[config.mk]
export PLATFORM = sky130hd
export DESIGN_NAME = rgb_phase_scheduler
export DESIGN_NICKNAME = d
export VERILOG_FILES = /design/src/rtl/rgb_phase_scheduler.sv
export SDC_FILE = /design/constraint.sdc
export NUM_CORES = 1
export LEC_CHECK = 0
export ABC_AREA = 1
export BUFFER_PORTS_ARGS = -buffer_cell sky130_fd_sc_hd__buf_2
export CAP_MARGIN = 20
export CORE_MARGIN = 5
export CORE_UTILIZATION = 45
export DETAILED_ROUTE_END_ITERATION = 10
export SYNTH_ARGS = -nofsm -noshare
export SYNTH_HDL_FRONTEND = slang
export SYNTH_SLANG_ARGS = --single-unit
[constraint.sdc]
create_clock -name clk -period 6.2 [get_ports clk]
set_input_delay 1.24 -clock clk [delete_from_list [all_inputs] [get_ports clk]]
set_output_delay 1.24 -clock clk [all_outputs]
set_load 0.02 [all_outputs]
[src/rtl/rgb_phase_scheduler.sv]
// Cycle-timed phase sequencer for a two-head RGB traffic light on a 6-bit LED bank.
// Crossing requests can cut green short; a second button toggles a blinking-yellow service mode.
module rgb_phase_scheduler #(
    parameter int unsigned INIT_CYC      = 130_000_000,
    parameter int unsigned GREEN_CYC     = 650_000_000,
    parameter int unsigned MIN_GREEN_CYC = 260_000_000,
    parameter int unsigned YELLOW_CYC    = 260_000_000,
    parameter int unsigned ALLRED_CYC    = 130_000_000,
    parameter int unsigned FLASH_HALF    = 65_000_000
) (
    input  logic       clk,
    input  logic       resetn,
    input  logic [1:0] push,
    output logic [2:0] state,
    output logic [5:0] led_output,
    output logic       req_pending
);

    localparam logic [2:0] Red    = 3'b100;
    localparam logic [2:0] Green  = 3'b010;
    localparam logic [2:0] Yellow = 3'b110;
    localparam logic [2:0] Off    = 3'b000;

    typedef enum logic [2:0] {
        StInit    = 3'd0,
        StAGo     = 3'd1,
        StAWarn   = 3'd2,
        StAllRed1 = 3'd3,
        StBGo     = 3'd4,
        StBWarn   = 3'd5,
        StAllRed2 = 3'd6,
        StFlash   = 3'd7
    } phase_e;

    phase_e      state_q, state_d;
    logic [31:0] cnt_q, cnt_d;
    logic        ft_q, ft_d;
    logic        req_q, req_d;
    logic [1:0]  push_q;
    logic [5:0]  led_q, led_d;
    logic [1:0]  push_edge;
    logic        entering;

    assign push_edge = push & ~push_q;

    // push_q follows the buttons even in reset so a held button yields no edge on release.
    always_ff @(posedge clk) begin
        push_q <= push;
        if (!resetn) begin
            state_q <= StInit;
            cnt_q   <= '0;
            ft_q    <= 1'b0;
            req_q   <= 1'b0;
            led_q   <= 6'b111_111;
        end else begin
            state_q <= state_d;
            cnt_q   <= cnt_d;
            ft_q    <= ft_d;
            req_q   <= req_d;
            led_q   <= led_d;
        end
    end

    always_comb begin
        state_d = state_q;
        unique case (state_q)
            StInit:    if (cnt_q == INIT_CYC - 1) state_d = StAGo;
            StAGo:     if (cnt_q == GREEN_CYC - 1 || (req_q && cnt_q >= MIN_GREEN_CYC - 1))
                           state_d = StAWarn;
            StAWarn:   if (cnt_q == YELLOW_CYC - 1) state_d = StAllRed1;
            StAllRed1: if (cnt_q == ALLRED_CYC - 1) state_d = StBGo;
            StBGo:     if (cnt_q == GREEN_CYC - 1 || (req_q && cnt_q >= MIN_GREEN_CYC - 1))
                           state_d = StBWarn;
            StBWarn:   if (cnt_q == YELLOW_CYC - 1) state_d = StAllRed2;
            StAllRed2: if (cnt_q == ALLRED_CYC - 1) state_d = StAGo;
            StFlash:   state_d = StFlash;
        endcase
        if (push_edge[1]) begin
            state_d = (state_q == StFlash) ? StAllRed2 : StFlash;
        end

        entering = (state_d != state_q);
        if (entering) begin
            cnt_d = '0;
            ft_d  = 1'b0;
        end else if (state_q == StFlash && cnt_q == FLASH_HALF - 1) begin
            cnt_d = '0;
            ft_d  = ~ft_q;
        end else begin
            cnt_d = cnt_q + 32'd1;
            ft_d  = ft_q;
        end

        // Clearing on WARN/FLASH entry takes priority over a same-cycle new request.
        req_d = req_q;
        if (push_edge[0] && state_q != StFlash) req_d = 1'b1;
        if (entering && (state_d == StAWarn || state_d == StBWarn || state_d == StFlash)) begin
            req_d = 1'b0;
        end
    end

    always_comb begin
        led_d = 6'b111_111;
        unique case (state_d)
            StInit:    led_d = 6'b111_111;
            StAGo:     led_d = {Green, Red};
            StAWarn:   led_d = {Yellow, Red};
            StAllRed1: led_d = {Red, Red};
            StBGo:     led_d = {Red, Green};
            StBWarn:   led_d = {Red, Yellow};
            StAllRed2: led_d = {Red, Red};
            StFlash:   led_d = ft_d ? {Off, Off} : {Yellow, Yellow};
        endcase
    end

    assign state       = state_q;
    assign led_output  = led_q;
    assign req_pending = req_q;

endmodule
=== After elaboration in Yosys (flattened, before gate mapping) ===
Index checks and enable logic that the tools add are counted.

* Add/subtract/negate cells: 1
* Magnitude comparators: 1
* Equal/unequal tests: 20
* Multiplexer cells: 13
* Bitwise operators: 4
* Reduce and logical (&&, ||, !) cells: 13

{| class="wikitable"
|+ Operators with widths
! cell !! number
|-
| $pmux W6 S7 || 1
|-
| $add A32 B1 Y32 const B || 1
|-
| $eq A32 B26 Y1 const B || 1
|-
| $eq A32 B27 Y1 const B || 1
|-
| $eq A32 B28 Y1 const B || 1
|-
| $eq A32 B30 Y1 const B || 1
|-
| $ge A32 B28 Y1 const B || 1
|-
| $eq A3 B3 Y1 const B || 8
|-
| $mux W3 || 7
|-
| $pmux W3 S7 || 1
|-
| $eq A3 B2 Y1 const B || 4
|-
| $eq A3 B1 Y1 const B || 2
|-
| $logic_not A3 Y1 || 2
|-
| $mux W6 || 1
|-
| $reduce_or A2 Y1 || 3
|-
| $logic_and A1 B1 Y1 || 4
|-
| $logic_or A1 B1 Y1 || 3
|-
| $mux W1 || 3
|-
| $ne A3 B3 Y1 || 1
|-
| $ne A3 B3 Y1 const B || 1
|-
| $reduce_or A3 Y1 || 1
|-
| $and A2 B2 Y2 || 1
|-
| $not A1 Y1 || 2
|-
| $not A2 Y2 || 1
|}

* Bits in registers: 45
* Input bits: 4
* Output and inout port bits: 10
* Word-level logic and storage cells: 58

=== Logic depth before layout (Yosys ltp) ===
* Depth after elaboration: 11
* Depth in mapped cells: 21
* Gate-level depth less buffers: 18

=== Least setup slack after synthesis ===
Ideal clock, no wire load.

* Path type: input to register
* Start point: input push[1]
* End point: register cnt_q[7]
* Library setup time: 62 ps
* Arrival time: 2,507 ps
* Required time: 6,138 ps
* Path slack: 3,631 ps
* Stages: 11
* Buffers on the path: 2
* Cell sequence: inv_1 > nor2_1 > inv_1 > nand4_1 > nand2_2 > a21oi_4 > nand3_2 > or2_1 > buf_6 > buf_12 > nor2_4

* Word-level cells in the longest chain between the ends: 4

{| class="wikitable"
|+ Ends and longest elaborated chain
! item !! RTL line !! RTL
|-
| start: declaration || 13 || <nowiki>input logic [1:0] push,</nowiki>
|-
| $and A2 B2 Y2 || 44 || <nowiki>assign push_edge = push & ~push_q;</nowiki>
|-
| $mux W3 || 78 || <nowiki>if (push_edge[1]) begin</nowiki>
|-
| $ne A3 B3 Y1 || 82 || <nowiki>entering = (state_d != state_q);</nowiki>
|-
| $reduce_or A3 Y1 (no line) || n/a ||
|-
| end signal: assignment || 57 || <nowiki>cnt_q <= cnt_d;</nowiki>
|-
| end: declaration || 36 || <nowiki>logic [31:0] cnt_q, cnt_d;</nowiki>
|}

No other way between the ends.
A chain may end at the register's enable or synchronous reset.

=== Worst setup path in the final report ===
* Start point: register cnt_q[0]
* End point: register cnt_q[12]

* Word-level cells in the longest chain between the ends: 8
* Elaborated cells on any way between the ends: 19
* Classes of those cells: 1 x add/sub; 1 x order compare; 5 x eq/ne; 8 x mux; 4 x reduce/logical

{| class="wikitable"
|+ Ends and longest elaborated chain
! item !! RTL line !! RTL
|-
| $ge A32 B28 Y1 || 68, 72 ||
|-
| $logic_and A1 B1 Y1 || 68, 72 ||
|-
| $logic_or A1 B1 Y1 || 68, 72 ||
|-
| $mux W3, on equally long branches || 72, 68 ||
|-
| $pmux W3 S7 || 66 || <nowiki>unique case (state_q)</nowiki>
|-
| $mux W3 || 78 ||
|-
| $ne A3 B3 Y1 || 82 ||
|-
| $reduce_or A3 Y1 (no line) || n/a ||
|}

Parallel ways exist; a longest one is shown, timed or not.

==> metrics.cfg <==
[outcome]
status=completed

[finish]
fin_cells=485
final_cell_mix=nand2_1, inv_1, nor2_1
fill_cells=645
antenna_cells=0
fin_nets=413
postLayoutCoreUtil_pct=48.5
multi_input_area_um2=1710
register_area_um2=881
area_growth_syn_to_layout_pct=4.63
final_common_cell=nand2_1
drive_gt1_share_pct=22.3

[clock_network]
post_cts_resized=0
cts_setup_buffers=0
ctsHoldBuffers=0
clk_pin_slew_worst_paths_ps=90
cts_max_path_buffers=2
cts_tree=built
clock_latency_ps=290
cts_max_level=2
cts_made_buffers=5
cts.sinks=44
clockRootBuffer=clkbuf_8

[floorplan]
die_w_um=90.9
row_count=29
start_util_pct=46.4
io_pins=14
die_height_um=90.9
die_area_um2=8260
core_um2=6350

[timing]
hold_slack_ps=478
rsz0062_at_grt=false
tightest_slew_ps=955
finalMaxSlewViolations=0
post-route-min-period_ps=2960
finalSetupViolCount=0
slew-limit-headroom_pct=36.4
period_share_pct=47.8
fin_skew_ps=5.67
clock.fmax_ghz=0.337
tns_ps=0
hold_violations=0

[job]
maxCapViolations=0

[hold_path]
hold_path.class=reg -> reg

[critical_path]
path_common_cell=nand2_1
cp.arrival_ps=3110
endpoint_kind=register
path_class=reg -> reg
crit_path_start_kind=register
cp_max_fo=32
cp_slowest_cell=or2_4
path_cells=ha_1 > nand3_4 > nor2_4 > nand2_2 > nor2_2 > nand2_1 > nand2_1 > nand2_1 > nor2_1 > nand2_1 > nand2_2 > nand3_1 > nand3_2 > or2_4 > nor2_1
cp.required_ps=6350
cp_slowest_stage_delay_ps=730

[global_routing]
grt_pass1_vias=2154
overflow=0
gr-usage-all-layers_pct=14.2
antenna_found_initial=0
grt_pass1_wl_um=9800
grt_max_degree=33

[place]
hpwl_um=4460
gp_congestion=0.901
portBuffers=13
dp.cells=478

[power_and_ir_drop]
cellLeakagePower_nw=1.09
ir_worst_vdd_mv=0.122
power_uw=537
powerDensity_nw_per_um2=174

[synth]
ys_ff_latch=44
yosysTopAreaCell=dfxtp_1
synth.yosys.seq_area_share_pct=29.9
synthesis.nets=403
avgSynthCellArea_um2=7.40
yosys.cell_types.count=32
netlist_top_cells_area=dfxtp_1, nor2_4, nand2_1, inv_1, xor2_1
ys.warnings.count=0
synthesis.area_um2=2940
yosysTopAreaCellShare_pct=29.9
syn_inst=398

[routing]
drt_iter0_drc=86
drc=0
wl_um=5780
ant_nets=0
dr_total_vias=2335
firstDrtPassIters=4
viasPerCell=4.81
wl_per_cell_um=11.9

sequential cells by signal, indices dropped and copies added (netlist names):
register and count:
push_q 2, state 3, req_pending 1, cnt_q 32, led_output 5, ft_q 1
final cells by class:
| class | count | share of cell area, % |
|---|---|---|
| Inverter | 66 | 8.04 |
| Sequential cell | 44 | 28.6 |
| Timing Repair Buffer | 13 | 2.11 |
| Multi-Input combinational cell | 278 | 55.5 |
| Clock inverter | 2 | 0.406 |
| Tap cell | 77 | 3.13 |
| Clock buffer | 5 | 2.23 |
metal layers:
| metal | up-vias | GRT usage, % | part of all wire [%] |
|---|---|---|---|
| met3 | 11 | 2.83 | 3.2 |
| li1 | 1245 | - | - |
| met4 | 0 | 5.26 | 2.0 |
| met1 | 1046 | 18.2 | 48 |
| met5 | - | 0 | 0 |
| met2 | 33 | 23.6 | 47 |
stage by stage:
| step | cell area, um2 | worst slack, ps |
|---|---|---|
| floorplan | 2940 | 3630 |
| global placement | 3000 | 3090 |
| detailed placement | 3000 | 3070 |
| CTS | 3080 | 3230 |
| global route | 3080 | 2970 |
| finish | 3080 | 3240 |
final timing paths:
path	start	endpoint	slack, ps	cells after the start
setup reg to reg	cnt_q[0]	cnt_q[12]	3240	15
hold / removal	cnt_q[0]	cnt_q[0]	480	1
setup / recovery	cnt_q[0]	cnt_q[12]	3240	15
hold reg to reg	cnt_q[0]	cnt_q[0]	480	1
report_power, final:
group | switching, mW | internal, mW | total [mW]
Clock | 0.0989 | 0.0765 | 0.175
Sequential | 0.00542 | 0.290 | 0.295
Combinational | 0.0477 | 0.0187 | 0.0664
Total | 0.152 | 0.385 | 0.537
cells by family (layout without fill, tap and decap cells):
logic type	count (synthesis)	after routing	synth area share (%)
buffers and inverters	76	86	12.1
AND/OR/NAND/NOR	239	239	47.1
AO/OA/AOI/OAI	10	10	2.13
adder cells (fa/ha/maj)	1	1	0.425
flip-flops	44	44	29.9
XOR/XNOR	28	28	8.33
cell usage after synthesis (all sizes together):
cell type and count:
xor2 21, nor2 86, dfxtp 44, clkbuf 1
ha 1, nand3b 3, o22ai 1, xnor2 7
o21ai 2, a21oi 7, inv 65, nand3 23
or3 1, nor4 6, nand2 87, or2 2
clkinv 1, buf 9, nor3 17, nand4 14
worst max-delay path, delay by kind of cell (launching register included):
family        cells  cell delay (ps)
fa+ha+maj         1              250
flops             1              400
simple gates     14             2110
Note: power is estimated with default switching activity, not from simulation.
